File: src/rtl/note_sequencer_pkg.sv
// Shared types and constants for the pattern step sequencer.
package note_sequencer_pkg;

   localparam int SEQ_DUR_W  = 16;
   localparam int SEQ_FREQ_W = 16;

   localparam int              DIV_48KHZ  = 260;
   localparam logic [15:0]     FREQ_440HZ = 16'd4723;

   localparam logic [1:0] SEQ_IDLE = 2'd0;
   localparam logic [1:0] SEQ_LOAD = 2'd1;
   localparam logic [1:0] SEQ_PLAY = 2'd2;
   localparam logic [1:0] SEQ_GAP  = 2'd3;

   typedef struct packed {
      logic                  rest;
      logic [SEQ_DUR_W-1:0]  dur;
      logic [SEQ_FREQ_W-1:0] freq;
   } step_t;

endpackage

File: src/rtl/note_sequencer_ram.sv
// Pattern store: one write port, one registered read port, read-first on address collision.
module note_sequencer_ram #(
   parameter int DEPTH = 16,
   parameter int W     = 33,
   localparam int AW   = $clog2(DEPTH)
) (
   input  logic          clk,
   input  logic          wr_en,
   input  logic [AW-1:0] wr_addr,
   input  logic [W-1:0]  wr_data,
   input  logic          rd_en,
   input  logic [AW-1:0] rd_addr,
   output logic [W-1:0]  rd_data
);

   logic [W-1:0] mem [DEPTH];

   always_ff @(posedge clk) begin
      if (wr_en) mem[wr_addr] <= wr_data;
      if (rd_en) rd_data <= mem[rd_addr];
   end

endmodule

File: src/rtl/note_sequencer.sv
// Step sequencer feeding an oscillator freq word from a stored pattern on the sample-tick grid.
// Holds the tick divider, play FSM, duration/gap counters and registered outputs.
module note_sequencer
   import note_sequencer_pkg::*;
#(
   parameter int DEPTH     = 16,
   parameter int DIV       = DIV_48KHZ,
   parameter int GAP_TICKS = 48,
   parameter int FREQ_W    = 16,
   parameter int DUR_W     = 16,
   localparam int AW       = $clog2(DEPTH),
   localparam int SW       = 1 + DUR_W + FREQ_W
) (
   input  logic              clk_i,
   input  logic              rstn_i,
   input  logic              wr_en_i,
   input  logic [AW-1:0]     wr_addr_i,
   input  logic [SW-1:0]     wr_data_i,
   input  logic [AW:0]       len_i,
   input  logic              loop_i,
   input  logic              start_i,
   input  logic              stop_i,
   output logic [FREQ_W-1:0] freq_o,
   output logic              gate_o,
   output logic [AW-1:0]     step_o,
   output logic              busy_o,
   output logic              done_o,
   output logic              tick_o
);

   localparam int CW = (DIV > 1) ? $clog2(DIV) : 1;
   localparam int GW = (GAP_TICKS > 0) ? $clog2(GAP_TICKS + 1) : 1;

   logic [CW-1:0]    cnt;
   logic             tick;
   logic [1:0]       state;
   logic             pend;
   logic [AW-1:0]    step;
   logic [AW:0]      len;
   logic             loop_en;
   logic             cur_rest;
   logic [DUR_W-1:0] dcnt;
   logic [GW-1:0]    gcnt;
   logic             rd_en;
   logic [AW-1:0]    rd_addr;
   logic [SW-1:0]    rd_data;
   logic             last_step;
   logic             gap_needed;
   logic             advance;
   logic [AW:0]      len_clamped;

   always_ff @(posedge clk_i or negedge rstn_i) begin
      if (!rstn_i) cnt <= '0;
      else         cnt <= (cnt == CW'(DIV - 1)) ? '0 : cnt + 1'b1;
   end

   assign tick        = (cnt == CW'(DIV - 1));
   assign tick_o      = tick;
   assign step_o      = step;
   assign busy_o      = (state != SEQ_IDLE);
   assign len_clamped = (len_i > (AW+1)'(DEPTH)) ? (AW+1)'(DEPTH) : len_i;
   assign last_step   = ((AW+1)'(step) + (AW+1)'(1)) >= len;
   assign gap_needed  = !cur_rest && (GAP_TICKS > 0);
   assign advance     = tick && ((state == SEQ_PLAY && dcnt == DUR_W'(1) && !gap_needed) ||
                                 (state == SEQ_GAP && gcnt == GW'(1)));

   // The next step's read is issued on the ending tick so its data lands while in LOAD.
   always_comb begin
      rd_en   = 1'b0;
      rd_addr = '0;
      if (!stop_i && !start_i && tick) begin
         if (state == SEQ_LOAD && pend) begin
            rd_en   = 1'b1;
            rd_addr = step;
         end else if (advance) begin
            rd_en   = 1'b1;
            rd_addr = last_step ? '0 : step + 1'b1;
         end
      end
   end

   note_sequencer_ram #(.DEPTH(DEPTH), .W(SW)) u_ram (
      .clk     (clk_i),
      .wr_en   (wr_en_i),
      .wr_addr (wr_addr_i),
      .wr_data (wr_data_i),
      .rd_en   (rd_en),
      .rd_addr (rd_addr),
      .rd_data (rd_data)
   );

   always_ff @(posedge clk_i or negedge rstn_i) begin
      if (!rstn_i) begin
         state    <= SEQ_IDLE;
         pend     <= 1'b0;
         step     <= '0;
         len      <= '0;
         loop_en  <= 1'b0;
         cur_rest <= 1'b0;
         dcnt     <= '0;
         gcnt     <= '0;
         freq_o   <= '0;
         gate_o   <= 1'b0;
         done_o   <= 1'b0;
      end else begin
         done_o <= 1'b0;
         if (stop_i) begin
            state  <= SEQ_IDLE;
            pend   <= 1'b0;
            gate_o <= 1'b0;
         end else if (start_i) begin
            gate_o <= 1'b0;
            if (len_i == '0) begin
               state  <= SEQ_IDLE;
               pend   <= 1'b0;
               done_o <= 1'b1;
            end else begin
               state   <= SEQ_LOAD;
               pend    <= 1'b1;
               step    <= '0;
               len     <= len_clamped;
               loop_en <= loop_i;
            end
         end else begin
            case (state)
               SEQ_LOAD: begin
                  if (pend) begin
                     if (tick) pend <= 1'b0;
                  end else begin
                     freq_o   <= rd_data[FREQ_W-1:0];
                     gate_o   <= ~rd_data[SW-1];
                     cur_rest <= rd_data[SW-1];
                     dcnt     <= (rd_data[FREQ_W +: DUR_W] == '0) ? DUR_W'(1)
                                                                   : rd_data[FREQ_W +: DUR_W];
                     state    <= SEQ_PLAY;
                  end
               end
               SEQ_PLAY: begin
                  if (tick && dcnt != DUR_W'(1)) begin
                     dcnt <= dcnt - 1'b1;
                  end else if (tick && gap_needed) begin
                     gate_o <= 1'b0;
                     gcnt   <= GW'(GAP_TICKS);
                     state  <= SEQ_GAP;
                  end
               end
               SEQ_GAP: begin
                  if (tick && gcnt != GW'(1)) gcnt <= gcnt - 1'b1;
               end
               default: ;
            endcase

            if (advance) begin
               if (!last_step) begin
                  step  <= step + 1'b1;
                  state <= SEQ_LOAD;
               end else if (loop_en) begin
                  step  <= '0;
                  state <= SEQ_LOAD;
               end else begin
                  gate_o <= 1'b0;
                  done_o <= 1'b1;
                  state  <= SEQ_IDLE;
               end
            end
         end
      end
   end

endmodule

File: config.mk
export PLATFORM = sky130hd
export DESIGN_NAME = note_sequencer
export DESIGN_NICKNAME = d
export VERILOG_FILES = /design/src/rtl/note_sequencer_pkg.sv /design/src/rtl/note_sequencer_ram.sv /design/src/rtl/note_sequencer.sv
export SDC_FILE = /design/constraint.sdc
export NUM_CORES = 1
export LEC_CHECK = 0
export BUFFER_PORTS_ARGS = -buffer_cell sky130_fd_sc_hd__buf_2
export CAP_MARGIN = 0
export CORE_ASPECT_RATIO = 1.2
export CORE_MARGIN = 2
export CORE_UTILIZATION = 25
export CTS_CLUSTER_SIZE = 25
export DETAILED_ROUTE_END_ITERATION = 6
export PLACE_DENSITY = 0.37
export SLEW_MARGIN = 25
export SYNTH_ARGS = -nofsm -noshare
export SYNTH_HDL_FRONTEND = slang
export SYNTH_SLANG_ARGS = --single-unit
File: constraint.sdc
create_clock -name clk_i -period 3.95 [get_ports clk_i]
set_clock_uncertainty 0.1 [all_clocks]
set_input_delay 0.395 -clock clk_i [delete_from_list [all_inputs] [get_ports clk_i]]
set_output_delay 0.395 -clock clk_i [all_outputs]
set_load 0.01 [all_outputs]
-- Word-level counts from Yosys, hierarchy flattened
Memories as Yosys holds them, arrays and structs flattened. A register that Yosys moved wholly into a read port is not among the register bits.
Index checks and enable logic that the tools add are counted.
- bits in registers: 63
- bits of input ports: 48
- logic and storage cells: 126
- bits in writable memories: 528
- memories kept: 1
- reductions and logical operators: 28
- bitwise gates (word level): 5
- add/sub/neg operators: 5
- magnitude comparators: 2
- mux-type cells: 55
- equal/unequal tests: 18
- memory list (name ; words ; bits a word ; read ports ; clocked after Yosys merged registers in ; write ports ; RTL line ; source):
    u_ram.mem ; 16 ; 33 ; 1 ; 1 ; 1 ; note_sequencer_ram.sv:16 ; logic [W-1:0] mem [DEPTH];
- operators by type and width (kind ; number):
    $mux W16 ; 3
    $mux W4 ; 9
    $pmux W16 S2 ; 1
    $mux W1 ; 28
    $mux W6 ; 3
    $eq A16 B1 Y1 const B ; 1
    $logic_not A16 Y1 ; 1
    $ne A16 B1 Y1 const B ; 1
    $sub A16 B1 Y16 const B ; 1
    $mux W2 ; 6
    $pmux W6 S2 ; 1
    $reduce_and A4 Y1 ; 3
    $logic_and A1 B1 Y1 ; 10
    $ne A5 B5 Y1 const B ; 2
    $add A9 B1 Y9 const B ; 1
    $eq A9 B9 Y1 const B ; 1
    $mux W9 ; 1
    $reduce_bool A2 Y1 ; 4
    $eq A6 B1 Y1 const B ; 1
    $ne A2 B1 Y1 const B ; 3
    $ne A2 B2 Y1 const B ; 3
    $ne A6 B1 Y1 const B ; 1
    $reduce_and A6 Y1 ; 1
    $sub A6 B1 Y6 const B ; 1
    other kinds (19) ; 26

-- Longest topological paths before layout
- depth after elaboration: 10
- depth in mapped cells: 16

-- By module
From an unflattened synthesis, not the netlist that was laid out.
- cells, all modules: 1225
- area total of the unflattened synthesis: 24464.7 µm²
- modules (own cells, without submodules) (module ; area an instance (µm²) ; cells an instance ; times used):
    note_sequencer_ram ; 20961.4 ; 864 ; 1
    note_sequencer ; 3503.4 ; 361 ; 1

-- Worst setup path after synthesis
OpenSTA, ideal clock, no wires.
- path type: in2reg
- start point: input wr_addr_i[2]
- end point: memory u_ram.mem[0][0], enable pin
- data arrival time: 3.180 ns
- buffers on the path: 0
- library setup time: 0.465 ns
- path slack: 0.205 ns
- required time: 3.385 ns
- stages: 2
- cells stage by stage: or3b_2 -> nor3_1
- RTL lines (what ; RTL line ; source):
    from (decl) ; note_sequencer.sv:17 ; input logic [AW-1:0] wr_addr_i,
    to (decl) ; note_sequencer_ram.sv:16 ;
Straight into the memory's write port.

-- Final worst setup path
- start point: register step[1] (netlist: step_o[1])
- end point: register u_ram.rd_data[31], read port of u_ram.mem (data pin)
- word-level cells in the longest chain between the ends: 6
- elaborated cells between the ends (all ways): 7
- ends and longest elaborated chain (what ; RTL line ; source):
    from (decl) ; note_sequencer.sv:38 ; logic [AW-1:0] step;
    from (signal assigned) ; note_sequencer.sv:155 ; step <= step + 1'b1;
    $add A4 B1 Y5 ; note_sequencer.sv:62 ; assign last_step = ((AW+1)'(step) + (AW+1)'(1)) >= len;
    $ge A5 B5 Y1 ; note_sequencer.sv:62 ;
    $mux W4 ; note_sequencer.sv:77 ; rd_addr = last_step ? '0 : step + 1'b1;
    $mux W4 ; note_sequencer.sv:75 ; end else if (advance) begin
    $mux W4 * ; note_sequencer.sv:72 ; if (state == SEQ_LOAD && pend) begin
    $mux W4 * ; note_sequencer.sv:71 ; if (!stop_i && !start_i && tick) begin
    to (decl) ; note_sequencer_ram.sv:13 ; output logic [W-1:0] rd_data
Mark *: on every way between the ends. The rest lies on a longest branch, timed or not.
A chain may end at the register's enable or synchronous reset.

==> summary.md <==
| Metric | Value |
|---|---|
| Port Buffers | `a little over 70` |
| Pwr dens | `about 500 nW/um^2` |
| Via-per-instance ratio | `around 4.8` |
| Yosys warns | `0` |
| Final setup fails | `0` |
| Clk Latency, worst-skew pair | `between 600 and 700 ps` |
| Die area | `101700 um^2` |
| Die Height | `about 350 um` |
| Power consumption | `between 10 and 15 mW` |
| Critical path class | `reg2reg` |
| Antenna Cells | `0` |
| Chip Width | `291.4 um` |
| Distinct cells, synth | `roughly 70` |
| Antenna violations before repair | `4` |
| Vias in the first global route | `about 15000` |
| Initial core utilization | `25.19%` |
| Gr usage total | `between 10 and 15%` |
| Fin. max-slew vios | `0` |
| Post-synth EDFFs | `around 560` |
| Headroom to the max-slew limit | `around 36%` |
| VDD IR max | `~0.28 mV` |
| RSZ-0062 raised after global routing | `false` |
| Synth top area share | `roughly 68%` |
| Area of the multi-input gates | `between 5000 and 6000 um^2` |
| Setup repair bufs after CTS | `0` |
| Synthesized cell area | `between 20000 and 25000 um^2` |
| Hold Slack | `53.21 ps` |
| WHS Path Cells | `1` |
| Flip-flop and latch count after synthesis | `about 620` |
| Nets@finish | `1804` |
| DP HPWL | `between 40000 and 50000 um` |
| Max frequency | `between 200 and 300 MHz` |
| Worst Path Required | `roughly 4300 ps` |
| Routed length per instance | `23.88 um` |
| CTS Buf Count | `71` |
| Period utilisation layout | `between 90 and 100%` |
| Mapped Nets | `~1700` |
| Cells after synthesis | `between 1500 and 2000` |
| R2r setup slk | `about 310 ps` |
| Residual DRC count | `0` |
| Via Count | `approximately 15000` |
| Fin. Hold Viols | `0` |
| Bufs on Longest Clock Path | `3` |
| Clk slew on worst S/H paths | `~60 ps` |
| Routed Antenna Nets | `0` |
| Pleak | `between 10 and 15 nW` |
| CTS tree | `built` |
| Min-Delay Path Class | `in2reg` |
| Core Area | `between 90000 and 100000 um^2` |
| Post-synth ARST share | `about a tenth` |
| Synthesis-to-layout area growth | `19.02%` |
| Filler cells | `9823` |
| Startpoint type of the worst setup path | `register` |
| Area leader, netlist | `edfxtp_1` |
| Detailed router's first-iteration violation count | `approximately 1100` |
| Pre-CTS WS | `~340 ps` |
| Register area | `18420 um^2` |
| Status | `complete, no violations` |
| HP Start | `wr_data_i[19]` |
| Commonest non-fill, non-tap cell in the layout | `edfxtp_1` |
| Max Fanout on Critical Path | `30` |
| Commonest non-fill, non-tap cells in the layout | `edfxtp_1 (561), nand2_1 (167), clkbuf_16 (74), buf_2 (70), o22ai_1 (68)` |
| Worst EP arrival | `roughly 4000 ps` |
| PnR worst setup slack | `roughly 310 ps` |
| Number of instances in the placed design | `between 2000 and 3000` |
| H-tree depth | `3` |
| WHS Endpoint | `u_ram.mem[8][19]$_DFFE_PP_` |
| Post-synthesis sequential area ratio | `about three quarters` |
| Worst setup EP type | `register` |
| # rows | `between 100 and 150` |
| Clock sinks | `624` |
| Reg2Reg Depth | `14` |
| Post-Syn Area per Cell | `about 15 um^2` |
| IO Pins | `72` |
| Total gr overflow | `0` |
| First-pass GRT wire length | `107800 um` |
| Synth top area cells | `edfxtp_1 (68%), dfrtp_1 (6.4%), mux2i_1 (2.7%), nand2_1 (2.5%), o22ai_1 (1.7%)` |
| DRT Pass-1 Iters | `7` |
| Setup TNS | `0 ps` |
| GPL Wtd Cong | `0.7575` |
| Ys flop type | `edfxtp_1` |
| Slew @ Worst Pin | `about 950 ps` |
| Worst R2R End | `u_ram.rd_data[31]$_DFFE_PP_` |
| Post-Layout Cell Count | `between 3000 and 4000` |
| Worst reg2reg path startpoint | `step_o[1]$_DFFE_PN0P_` |
| Root buffer cell | `clkbuf_16` |
| Largest net degree at the start of global routing | `between 60 and 70` |
| Tmin final | `3644 ps` |
| Final WL | `about 73000 um` |
| Max_cap viols | `0` |
| Share of layout cells above drive strength 1 | `17.71%` |
repair_timing:
action,CTS,global route
hold endpoints to repair,50,0
gates resized for setup,0,0
hold buffers,11,0
cell families (layout without fill, tap and decap cells):
logic type | count (synthesis) | after routing | share of synthesized area (%)
DFF | 624 | 624 | 74.33
AOI/OAI and AO/OA | 414 | 414 | 11.86
and+or+nand+nor | 348 | 348 | 6.821
buffers and inverters | 120 | 298 | 2.272
muxes | 85 | 85 | 3.529
adders and majority gates | 15 | 15 | 0.7573
xor gates and xnor gates | 12 | 12 | 0.4241
synth_stat cells, types with 33 or more instances:
library cell,number
a22oi_1,37
buf_2,42
and3_1,36
mux2i_1,66
nand2_1,168
o22ai_1,68
o21ai_0,44
a21oi_1,54
nor2_1,47
a22o_1,33
edfxtp_1,561
clkbuf_1,40
dfrtp_1,63
flip-flops by register name, summed over array words and instances, names as in the netlist:
| signal | cells |
|---|---|
| freq_o | 16 |
| state | 2 |
| dcnt | 16 |
| u_ram.mem | 528 |
| u_ram.rd_data | 33 |
| gcnt | 6 |
| loop_en | 1 |
| cur_rest | 1 |
| gate_o | 1 |
| len | 5 |
| done_o | 1 |
| cnt | 9 |
| pend | 1 |
| step_o | 4 |
worst max-delay path by stage:
stage	depth (start not counted)	to	slack, ps	start
floorplan	2	u_ram.mem[0][0]$_DFFE_PP_	210	wr_addr_i[2]
finish	14	u_ram.rd_data[31]$_DFFE_PP_	310	step_o[1]$_DFFE_PN0P_
detailed placement	14	u_ram.rd_data[31]$_DFFE_PP_	340	step_o[1]$_DFFE_PN0P_
global route	14	u_ram.rd_data[31]$_DFFE_PP_	70	step_o[1]$_DFFE_PN0P_
global placement	14	u_ram.rd_data[31]$_DFFE_PP_	270	step_o[1]$_DFFE_PN0P_
CTS	14	u_ram.rd_data[31]$_DFFE_PP_	310	step_o[1]$_DFFE_PN0P_
metrics by stage:
step | area [um^2] | util, %
final | 29500 | 29.99
after global routing | 29500 | 29.99
after CTS | 29500 | 29.99
after detailed placement | 27170 | 27.62
after global placement | 27170 | 27.62
after floorplan | 24780 | -
layer usage:
layer  wire length [um]  vias up  part of all wire, %  GRT usage [%]
met3               2919       83                  4.0          1.991
met4               1181        4                  1.6          3.955
met5                 21        -                0.029              0
met1              33810     7687                   46          19.51
met2              35520      329                   48          24.14
li1                   -     6639                    -              -
final cells by class:
class                           count  area share, %
Multi-Input combinational cell    874          20.30
Tap cell                         1280          5.429
Timing Repair Buffer              147          4.004
Sequential cell                   624          62.45
Clock buffer                       91          6.630
Inverter                           23         0.2927
Clock inverter                     37         0.8907
power breakdown:
part | internal (mW) | switching, mW
Clock | 3.69 | 2.65
Combinational | 0.265 | 0.433
Sequential | 7.46 | 0.171
Total | 11.4 | 3.25
worst max-delay path: stages, from the launching register on:
cell and delay, ps:
dfrtp_1 420, nand3_1 110, xor2_1 270, inv_1 70
ha_1 210, a2111o_1 410, a21o_1 210, or4_1 420
nor2_2 120, buf_4 150, o31ai_4 120, buf_12 200
and3_1 170, a211o_1 280, o22ai_1 190
Note: power is estimated with default switching activity, not from simulation.
